===== config.mk =====
export PLATFORM = sky130hd
export DESIGN_NAME = had_bkpt_ctrl
export DESIGN_NICKNAME = d
export VERILOG_FILES = /design/src/rtl/had_bkpt_ctrl.sv
export SDC_FILE = /design/constraint.sdc
export NUM_CORES = 1
export LEC_CHECK = 0
export CORE_MARGIN = 2
export CORE_UTILIZATION = 36
export CTS_CLUSTER_SIZE = 16
export DETAILED_ROUTE_END_ITERATION = 10
export PLACE_DENSITY = 0.84
export SLEW_MARGIN = 20
export SYNTH_ARGS = -nofsm -noshare
export SYNTH_HDL_FRONTEND = slang
export SYNTH_SLANG_ARGS = --single-unit

===== constraint.sdc =====
create_clock -name cpuclk -period 2.2 [get_ports cpuclk]
set_input_delay 0.44 -clock cpuclk [delete_from_list [all_inputs] [get_ports cpuclk]]
set_output_delay 0.44 -clock cpuclk [all_outputs]
set_load 0.01 [all_outputs]

===== src/rtl/had_bkpt_ctrl.sv =====
// had_bkpt_ctrl: combines breakpoint A/B match strobes into one held debug-mode request to the core.
// Combine modes: off, A only, A or B, A then B. Each hit sets a sticky flag, and the reason for the last request is recorded.
// Defining HAD_BKPT_CNT_EN builds a pass counter. Without it every fire triggers and bc_cnt_cur reads 0.
module had_bkpt_ctrl #(
  parameter int CNT_WIDTH = 16
) (
  input  logic                 cpuclk,
  input  logic                 hadrst_b,
  input  logic                 regs_bc_en,
  input  logic [1:0]           regs_bc_mode,
  input  logic                 regs_cnt_ld,
  input  logic [CNT_WIDTH-1:0] regs_cnt_val,
  input  logic                 regs_hit_clr,
  input  logic                 bkpta_inst_match,
  input  logic                 bkpta_data_match,
  input  logic                 bkptb_inst_match,
  input  logic                 bkptb_data_match,
  input  logic                 iu_yy_xx_dbgon,
  output logic                 bc_core_dbg_mode_req,
  output logic [2:0]           bc_dbg_reason,
  output logic [1:0]           bc_hit_sticky,
  output logic [CNT_WIDTH-1:0] bc_cnt_cur
);
  typedef enum logic [1:0] {IDLE, SEQ_WAIT, REQ, DEBUG} state_t;
  state_t state_q, state_d;
  logic       req_q, req_d;
  logic [2:0] rsn_q, rsn_d;
  logic [1:0] sticky_q, sticky_d;
  logic [1:0] mode_q, mode_d;
  logic       gate, hit_a, hit_b, abort, seq_start, fire, cnt_zero, trig, dec;
  logic [2:0] rsn_fire;
  assign gate      = iu_yy_xx_dbgon | ~regs_bc_en | (regs_bc_mode == 2'b00);
  assign hit_a     = (bkpta_inst_match | bkpta_data_match) & ~gate;
  assign hit_b     = (bkptb_inst_match | bkptb_data_match) & ~gate;
  assign abort     = ~regs_bc_en | (regs_bc_mode != mode_q);
  assign seq_start = (state_q == IDLE) & (regs_bc_mode == 2'b11) & hit_a & ~hit_b;
  assign trig      = fire & cnt_zero;
  assign dec       = fire & ~cnt_zero;
  // Qualify a fire for the current state and mode, and work out the reason it would report.
  always_comb begin
    fire = (state_q == SEQ_WAIT) ? hit_b & ~abort :
           (state_q != IDLE)     ? 1'b0 :
           (regs_bc_mode == 2'b01) ? hit_a :
           (regs_bc_mode == 2'b10) ? hit_a | hit_b :
           (regs_bc_mode == 2'b11) ? hit_a & hit_b : 1'b0;
    rsn_fire = (state_q == SEQ_WAIT)  ? 3'b100 :
               (regs_bc_mode == 2'b01) ? 3'b001 :
               (hit_a & hit_b)         ? 3'b011 :
               hit_a                   ? 3'b001 : 3'b010;
  end
  // Next state, registered request and reason latch, sticky hit flags.
  always_comb begin
    state_d = state_q;
    case (state_q)
      IDLE:     state_d = trig ? REQ : seq_start ? SEQ_WAIT : IDLE;
      SEQ_WAIT: state_d = abort ? IDLE : fire ? (trig ? REQ : IDLE) : SEQ_WAIT;
      REQ:      state_d = abort ? IDLE : iu_yy_xx_dbgon ? DEBUG : REQ;
      DEBUG:    state_d = iu_yy_xx_dbgon ? DEBUG : IDLE;
      default:  state_d = IDLE;
    endcase
    req_d    = state_d == REQ;
    rsn_d    = trig ? rsn_fire : rsn_q;
    sticky_d = (regs_hit_clr ? 2'b00 : sticky_q) | {hit_b, hit_a};
    mode_d   = regs_bc_mode;
  end
  // Trigger FSM and its registered outputs.
  always_ff @(posedge cpuclk) begin
    if (!hadrst_b) begin
      state_q  <= IDLE;
      req_q    <= 1'b0;
      rsn_q    <= 3'b000;
      sticky_q <= 2'b00;
      mode_q   <= 2'b00;
    end else begin
      state_q  <= state_d;
      req_q    <= req_d;
      rsn_q    <= rsn_d;
      sticky_q <= sticky_d;
      mode_q   <= mode_d;
    end
  end
`ifdef HAD_BKPT_CNT_EN
  logic [CNT_WIDTH-1:0] cnt_q, cnt_d;
  // A load beats a decrement. Only a fire that does not trigger decrements, so the count stops at 0.
  always_comb cnt_d = regs_cnt_ld ? regs_cnt_val : dec ? cnt_q - CNT_WIDTH'(1) : cnt_q;
  // Pass counter register.
  always_ff @(posedge cpuclk) cnt_q <= !hadrst_b ? '0 : cnt_d;
  assign cnt_zero   = cnt_q == '0;
  assign bc_cnt_cur = cnt_q;
`else
  logic unused_cnt;
  assign unused_cnt = ^{regs_cnt_ld, regs_cnt_val, dec};
  assign cnt_zero   = 1'b1;
  assign bc_cnt_cur = '0;
`endif
  assign bc_core_dbg_mode_req = req_q;
  assign bc_dbg_reason        = rsn_q;
  assign bc_hit_sticky        = sticky_q;
endmodule


After elaboration in Yosys (flattened, before gate mapping)

Cells that the tools add are included.

Equality and inequality tests: 8
Mux-type cells: 18
Bitwise gates (word level): 18
Reduce and logical (&&, ||, !) cells: 3

Operator list:

| kind                                                                  | count |
|---|---|
| 2-bit two-way mux                                                     | 9 |
| 2-bit equality test, second input constant                            | 5 |
| 2-bit one-hot mux with 4 select lines                                 | 1 |
| 1-bit bitwise AND                                                     | 7 |
| 1-bit two-way mux                                                     | 7 |
| 1-bit OR                                                              | 6 |
| 2-bit by 1-bit equality test with 1-bit output, second input constant | 2 |
| 2-bit logical NOT                                                     | 2 |
| 1-bit NOT                                                             | 4 |
| 3-bit two-way mux                                                     | 1 |
| 2-bit != test                                                         | 1 |
| 2-bit OR                                                              | 1 |
| 2-bit nonzero test                                                    | 1 |

Flip-flop bits (word level): 10
Input bits: 28
Output and inout bits: 22
Word-level logic and storage cells: 52

Longest topological paths before layout

Gate-level depths: netlist of run 1.

Depth in word-level cells: 15
Gate-level depth with buffers: 5
Gate-level depth less buffers: 5

Worst setup path after synthesis of run 1

OpenSTA, ideal clock, no wires.

Path type: input-to-reg
Start point: input port bkptb_inst_match
End point: register state_q[0]
Library setup time: 0.115 ns
Data arrival time: 1.485 ns
Required time: 2.085 ns
Setup slack: 0.601 ns
Cell stages on the path: 5
Buffers on the path: 0
Cells stage by stage: and4bb_4 > a2111oi_4 > a21oi_2 > o211a_1 > o21a_1

Word-level cells in the longest chain between the ends: 11
Elaborated cells on any way between the ends: 17
Classes of those cells: mux: 10; bitwise: 7

RTL lines:

| item                                    | RTL line | text |
|---|---|---|
| start, declared                         | 16       | `input logic bkptb_inst_match,` |
| 1-bit OR *                              | 34       | `assign hit_b = (bkptb_inst_match \| bkptb_data_match) & ~gate;` |
| 1-bit bitwise AND *                     | 34       |  |
| 1-bit bitwise AND                       | 45       | `(regs_bc_mode == 2'b11) ? hit_a & hit_b : 1'b0;` |
| 1-bit two-way mux                       | 45       |  |
| 1-bit two-way mux                       | 44       | `(regs_bc_mode == 2'b10) ? hit_a \| hit_b :` |
| 1-bit two-way mux                       | 43       | `(regs_bc_mode == 2'b01) ? hit_a :` |
| 1-bit two-way mux                       | 42       | `(state_q != IDLE) ? 1'b0 :` |
| 1-bit two-way mux                       | 41       | `fire = (state_q == SEQ_WAIT) ? hit_b & ~abort :` |
| 2-bit two-way mux (2 in series)         | 56       | `SEQ_WAIT: state_d = abort ? IDLE : fire ? (trig ? REQ : IDLE) : SEQ_WAIT;` |
| 2-bit one-hot mux with 4 select lines * | 54       | `case (state_q)` |
| end signal, assigned                    | 75       | `state_q <= state_d;` |
| end, declared                           | 25       | `state_t state_q, state_d;` |

Every way passes the cells marked *; elsewhere a longest branch is shown, timed or not.
A chain may end at the register's enable or synchronous reset.

Final worst setup path of run 1

Start point: input port bkptb_inst_match
End point: register rsn_q[1] (netlist: bc_dbg_reason[1])

Word-level cells in the longest chain between the ends: 8
Elaborated cells on any way between the ends: 13
Classes of those cells: mux: 8; bitwise: 5

RTL lines:

| item                 | RTL line | text |
|---|---|---|
| 1-bit OR *           | 34       |  |
| 1-bit bitwise AND *  | 34       |  |
| 1-bit bitwise AND    | 45, 48   |  |
| 1-bit two-way mux    | 45       |  |
| 1-bit two-way mux    | 44       |  |
| 1-bit two-way mux    | 43       |  |
| 1-bit two-way mux    | 42       |  |
| 1-bit two-way mux    | 41       |  |
| end signal, assigned | 77       | `rsn_q <= rsn_d;` |
| end, declared        | 27       | `logic [2:0] rsn_q, rsn_d;` |

Marked as above.

==> results of run 1 <==
==> critical path, stage by stage <==
cell and delay (ps):
clkdlybuf4s50_1 490, and4bb_4 250, a2111oi_4 420, and2_1 240, nor2b_1 60, o211a_1 220
==> sequential cells by signal (all words and copies together), names as in the netlist <==
name / count
bc_core_dbg_mode_req: 1
bc_dbg_reason: 3
bc_hit_sticky: 2
mode_q: 2
state_q: 2
==> cell families (layout without fill, tap and decap cells) <==
kind of cell / Yosys count / count (layout) / share of synthesized area, %
simple gates: 27 / 27 / 24.7
buf+inv: 20 / 25 / 20.1
compound gates: 17 / 17 / 22.5
flops: 10 / 10 / 29.5
xor+xnor: 2 / 2 / 2.58
other cells: 1 / 16 / 0.553
==> where the power goes <==
part           switching, mW  internal, mW  leakage [nW]
logic                 0.0473        0.0484         0.275
registers            0.00489         0.189        0.0817
clock network         0.0671         0.101        0.0210
total                  0.119         0.338         0.378
==> synthesized netlist by cell type, types with 3 or more instances <==
cell type,n
and2_1,3
and3_1,3
buf_4,16
dfxtp_1,10
inv_1,3
nand2b_1,4
nor2_1,5
nor2b_1,3
o211a_1,3
==> worst max path at each step <==
| stage | endpoint | slack, ps |
|---|---|---|
| final | bc_dbg_reason[1] | 250 |
| after global routing | bc_dbg_reason[1] | 190 |
| after CTS | bc_dbg_reason[1] | 260 |
| after detailed placement | bc_dbg_reason[1] | 10 |
| after global placement | state_q[0] | 30 |
| after floorplan | state_q[0] | 600 |
==> cell type report <==
class                      count  area, um^2
fill                         178         893
multi-input combinational     62         398
sequential                    10         200
timing repair buffer          18         175
clock buffer                   4        36.3
tap                           25        31.3
inverter                       3        11.3
==> per-layer routing <==
| layer | track usage (%) | share of wire (%) | vias up |
|---|---|---|---|
| met4 | 8.33 | 3.2 | 0 |
| met2 | 20.0 | 43 | 37 |
| met3 | 3.08 | 10 | 5 |
| met5 | 0 | 0 | - |
| met1 | 15.2 | 43 | 253 |
| li1 | - | - | 275 |
==> impl_metrics.py, run 1 <==
metrics = {
    "setup_path": {
        "reg2reg_depth": 5,
        "critical_path.startpoint_type": "input port",
        "critical_path.startpoint": "bkptb_inst_match",
        "endpoint_kind": "register",
        "r2r_slack_ps": 800,
        "criticalPathCategory": "input port to register",
        "critPathMaxFanout": 4,
        "cp_data_required_time_ps": 2370,
        "crit-reg2reg-capture": "state_q[0]",
        "timing.rr.start": "state_q[0]",
        "arrival_ps": 2120,
    },
    "sta": {
        "rsz_0062_raised_after_global_routing": "no",
        "final-max-slew-violation-count": 0,
        "clock_skew_ps": 0.589,
        "tns_ps": 0,
        "min_setup_slack_post_route_ps": 249,
        "setup-violations-final": 0,
        "timing.fmax_mhz": 513,
        "whs_ps": 479,
        "post-route-period-util_pct": 88.7,
        "layout_min_cycle_time_ps": 1950,
        "finalHoldViolCount": 0,
    },
    "cts": {
        "hold_buffers": 0,
        "post_cts_resize_count": 0,
        "tritoncts_num_sinks": 10,
        "clock_latency_ps": 270,
        "cts_buffers": 3,
        "tritoncts": "built",
        "root_buffer": "clkbuf_4",
        "path_clk_slew_ps": 60,
        "clock_tree.buffer_depth": 2,
        "post-cts-setup-buffers": 0,
        "ctsHtreeMaxLevel": 1,
    },
    "detailed_routing": {
        "drt_first_iter_violations": 15,
        "drt-wirelength-per-cell_um": 10.8,
        "vias_per_cell": 4.67,
        "wirelength_mm": 1.32,
        "detailroute.via_count": 570,
        "drtPass1Iterations": 4,
        "detail_route.drc_violations": 0,
        "detail-route-antenna-nets": 0,
    },
    "logic_synthesis": {
        "synth.lib_cells_used.distinct": 31,
        "synth_warn": 0,
        "netlist_instances": 77,
        "syn_avg_cell_area_um2": 8.81,
        "synth_enable_flop_cells": 0,
        "top_reg_cell_synth": "dfxtp_1",
        "netlist_area_um2": 678,
        "synth.top_cell.area_share_pct": 29.5,
        "ys_async_sr_fraction_pct": 0,
        "yosys-top-cells-area": "dfxtp_1, buf_4, o211a_1",
        "synth.largest_area_cell": "dfxtp_1",
        "synth-seq-cells": 10,
        "synth-seq-area-share_pct": 29.5,
    },
    "hold_path": {
        "hold_path.startpoint": "bc_dbg_reason[2]",
        "timing.hold.worst_path_depth": 2,
        "min_delay_endpoint": "bc_dbg_reason[2]",
        "hold_path.class": "register to register",
    },
    "placed_design": {
        "post_place_instance_area_um2": 816,
        "io_buffer_count": 16,
        "place.detailed.instances": 118,
        "worst_setup_timing_slack_at_the_placement_stage_ps": 10.9,
        "hpwl_reported_at_the_end_of_detailed_placement_mm": 1.02,
        "place.gp.congestion": 0.812,
    },
    "power_and_ir_drop": {
        "total_power_mw": 0.457,
        "vdd.ir_drop.worst_v": 0.000297,
        "power.density_mw_per_mm2": 537,
        "leak_pwr_nw": 0.378,
    },
    "die": {
        "die_area_mm2": 0.00225,
        "initial_core_util_pct": 38.9,
        "chipHeight_um": 47.4,
        "die-width_um": 47.4,
        "floorplan.core_area_mm2": 0.00175,
        "design.portCount": 50,
        "cell_rows": 15,
    },
    "layout": {
        "postLayoutCoreUtil_pct": 48.8,
        "number_of_antenna_diodes": 0,
        "post_route_cells_drive_above_1_share_pct": 11.3,
        "syn_to_final_growth_pct": 25.6,
        "num-nets-final": 126,
        "most-common-layout-cells": "conb_1, clkdlybuf4s50_1, dfxtp_1",
        "final_cell_count_no_fill": 122,
        "final_cell_area_excluding_filler_cells_um2": 852,
    },
    "grt": {
        "grt_util_all_layers_pct": 12.7,
        "grt_start_max_net_pins": 11,
        "grt_antenna_before_repair": 0,
        "grt_pass1_wl_mm": 1.95,
        "first_global_vias": 497,
        "global_route.overflow_total": 0,
    },
    "run_status": {
        "outcome": "completed",
    },
    "run": {
        "cap_viol_max_count": 0,
    },
}
Power figures use the tool's default switching activity.
==> run 2, diff against run 1 <==
--- a/config.mk
+++ b/config.mk
@@ -9,7 +9,7 @@
 export CORE_UTILIZATION = 36
 export CTS_CLUSTER_SIZE = 16
 export DETAILED_ROUTE_END_ITERATION = 10
-export PLACE_DENSITY = 0.84
+export PLACE_DENSITY_LB_ADDON = 0.12
 export SLEW_MARGIN = 20
 export SYNTH_ARGS = -nofsm -noshare
 export SYNTH_HDL_FRONTEND = slang
==> run 2 against run 1 <==
Net effect: critical path depth unchanged; clock power hardly changed; combinational power down 1%; setup slack better by 20 ps; first-iteration DRC count shrank 60%; fmax increased by 1.0%; sequential power about the same; sequential cell count unchanged; via count shrank 2.6%; clock-buffer cell count unchanged; power about the same; critical path type unchanged; largest power group unchanged.
==> impl_metrics.py, run 2 (synthesis results as in run 1) <==
metrics = {
    "sta": {
        "finalHoldViolCount": 0,
        "layout_min_cycle_time_ps": 1930,
        "rsz_0062_raised_after_global_routing": "no",
        "min_setup_slack_post_route_ps": 269,
        "clock_skew_ps": 1.63,
        "timing.fmax_mhz": 518,
        "post-route-period-util_pct": 87.8,
        "setup-violations-final": 0,
        "final-max-slew-violation-count": 0,
    },
    "detailed_routing": {
        "drtPass1Iterations": 4,
        "dr_wl_met2_um": 537,
        "detail-route-antenna-nets": 0,
        "detailroute.via_count": 555,
        "wirelength_mm": 1.26,
        "detail_route.drc_violations": 0,
        "drt_first_iter_violations": 6,
        "wl_met1_um": 577,
        "vias_per_cell": 4.55,
        "route.top_layer_used": "met4",
        "drt-wirelength-per-cell_um": 10.3,
        "dr_wl_met3_um": 111,
    },
    "layout": {
        "syn_to_final_growth_pct": 25.6,
        "most-common-layout-cells": "conb_1, clkdlybuf4s50_1, dfxtp_1",
        "post_route_cells_drive_above_1_share_pct": 11.3,
        "final_cell_area_excluding_filler_cells_um2": 852,
        "area_of_the_multi_input_gates_um2": 398,
        "final_cell_count_no_fill": 122,
        "seq_area_um2": 200,
        "largest_reg_flops": 3,
        "num-nets-final": 126,
        "number_of_antenna_diodes": 0,
        "number_of_fill_cells_in_the_layout": 173,
    },
    "cts": {
        "hold_buffers": 0,
        "post-cts-setup-buffers": 0,
        "root_buffer": "clkbuf_4",
        "clock_tree.buffer_depth": 2,
        "tritoncts": "built",
        "ctsHtreeMaxLevel": 1,
        "cts_buffers": 3,
        "clock_latency_ps": 270,
        "post_cts_resize_count": 0,
        "tritoncts_num_sinks": 10,
        "path_clk_slew_ps": 70,
    },
    "setup_path": {
        "arrival_ps": 2100,
        "critical_path.startpoint": "bkptb_inst_match",
        "cp_data_required_time_ps": 2370,
        "endpoint_kind": "register",
        "critPathMaxFanout": 4,
        "cp_slowest_cell": "clkdlybuf4s50_1",
        "critical_path.startpoint_type": "input port",
        "criticalPathCategory": "input port to register",
        "slowest_delay_ps": 500,
        "crit_chain": "clkdlybuf4s50_1 -> and4bb_4 -> a2111oi_4 -> and2_1 -> nor2b_1 -> o211a_1",
        "timing.rr.start": "state_q[0]",
        "r2r_slack_ps": 820,
    },
    "grt": {
        "grt_pass1_wl_mm": 1.94,
        "grt_start_max_net_pins": 11,
        "grt_antenna_before_repair": 0,
        "grt_util_all_layers_pct": 12.7,
        "global_route.overflow_total": 0,
        "first_global_vias": 471,
    },
    "die": {
        "floorplan.core_area_mm2": 0.00175,
        "cell_rows": 15,
        "chipHeight_um": 47.4,
        "initial_core_util_pct": 38.9,
        "die_area_mm2": 0.00225,
        "design.portCount": 50,
        "die-width_um": 47.4,
    },
    "power_and_ir_drop": {
        "seq_power_share_pct": 42.3,
        "power.switching_mw": 0.119,
        "vdd.ir_drop.worst_v": 0.000298,
        "combinational_share_of_power_pct": 20.7,
        "leak_pwr_nw": 0.378,
        "internal_power_mw": 0.338,
        "switching_share_pct": 26.1,
        "power.density_mw_per_mm2": 536,
        "share_clk_of_total_power_pct": 36.9,
    },
    "run": {
        "cap_viol_max_count": 0,
    },
    "placed_design": {
        "worst_setup_timing_slack_at_the_placement_stage_ps": -23.0,
        "post_place_instance_area_um2": 816,
        "place.gp.congestion": 0.805,
        "io_buffer_count": 16,
        "place.detailed.instances": 118,
        "hpwl_reported_at_the_end_of_detailed_placement_mm": 1.01,
    },
    "hold_path": {
        "hold_path.class": "register to register",
        "hold_path.startpoint": "bc_dbg_reason[2]",
    },
    "run_status": {
        "outcome": "completed",
    },
}
==> run 2: cell counts in the layout (fill, tap and decap cells not counted) <==
No cell type changed its count.
==> run 2: power by group through the flow <==
| stage | clock network (mW) | logic [mW] | registers [mW] |
|---|---|---|---|
| floorplan | 0 | 0.0738 | 0.199 |
| global placement | 0 | 0.0945 | 0.197 |
| detailed placement | 0 | 0.0944 | 0.198 |
| CTS | 0.174 | 0.0950 | 0.193 |
| global route | 0.182 | 0.106 | 0.194 |
| finish | 0.169 | 0.0947 | 0.193 |
==> run 2: per-layer routing <==
metal  vias to the layer above  GRT usage, %
met5                         -             0
met3                         4          2.31
met4                         0          8.33
met2                        27          20.0
met1                       249          15.8
li1                        275             -
==> run 2: final timing paths <==
check	to	depth (start not counted)
worst min-delay path	bc_dbg_reason[2]	2
worst max-delay path	bc_dbg_reason[1]	6
worst min register to register	bc_dbg_reason[2]	2
worst max register to register	state_q[0]	5
==> run 2: critical path, delay by kind of cell <==
family	cells	cell delay, ps
simple gates	3	540
compound gates	2	620
buf+inv	1	500
==> run 2: cell type report <==
cell class	count	share of cell area [%]
Multi-Input combinational cell	62	46.7
Sequential cell	10	23.5
Timing Repair Buffer	18	20.6
Clock buffer	4	4.26
Tap cell	25	3.67
Inverter	3	1.32
==> run 2: metrics by stage <==
stage | TNS (ps) | hold WS, ps | util, % | total power [mW]
global route | 0 | 511 | 48.8 | 0.482
floorplan | 0 | 492 | - | 0.273
finish | 0 | 475 | 48.8 | 0.457
global placement | -16.8 | 459 | 46.7 | 0.292
CTS | 0 | 480 | 48.8 | 0.462
detailed placement | -26.9 | 468 | 46.7 | 0.292
==> run 3, diff against run 2 <==
--- a/config.mk
+++ b/config.mk
@@ -5,6 +5,7 @@
 export SDC_FILE = /design/constraint.sdc
 export NUM_CORES = 1
 export LEC_CHECK = 0
+export CAP_MARGIN = 5
 export CORE_MARGIN = 2
 export CORE_UTILIZATION = 36
 export CTS_CLUSTER_SIZE = 16
@@ -14,3 +15,4 @@
 export SYNTH_ARGS = -nofsm -noshare
 export SYNTH_HDL_FRONTEND = slang
 export SYNTH_SLANG_ARGS = --single-unit
+export TNS_END_PERCENT = 50
==> results of run 3 <==
The final DEF is identical to that of run 2; final timing and power are the same.
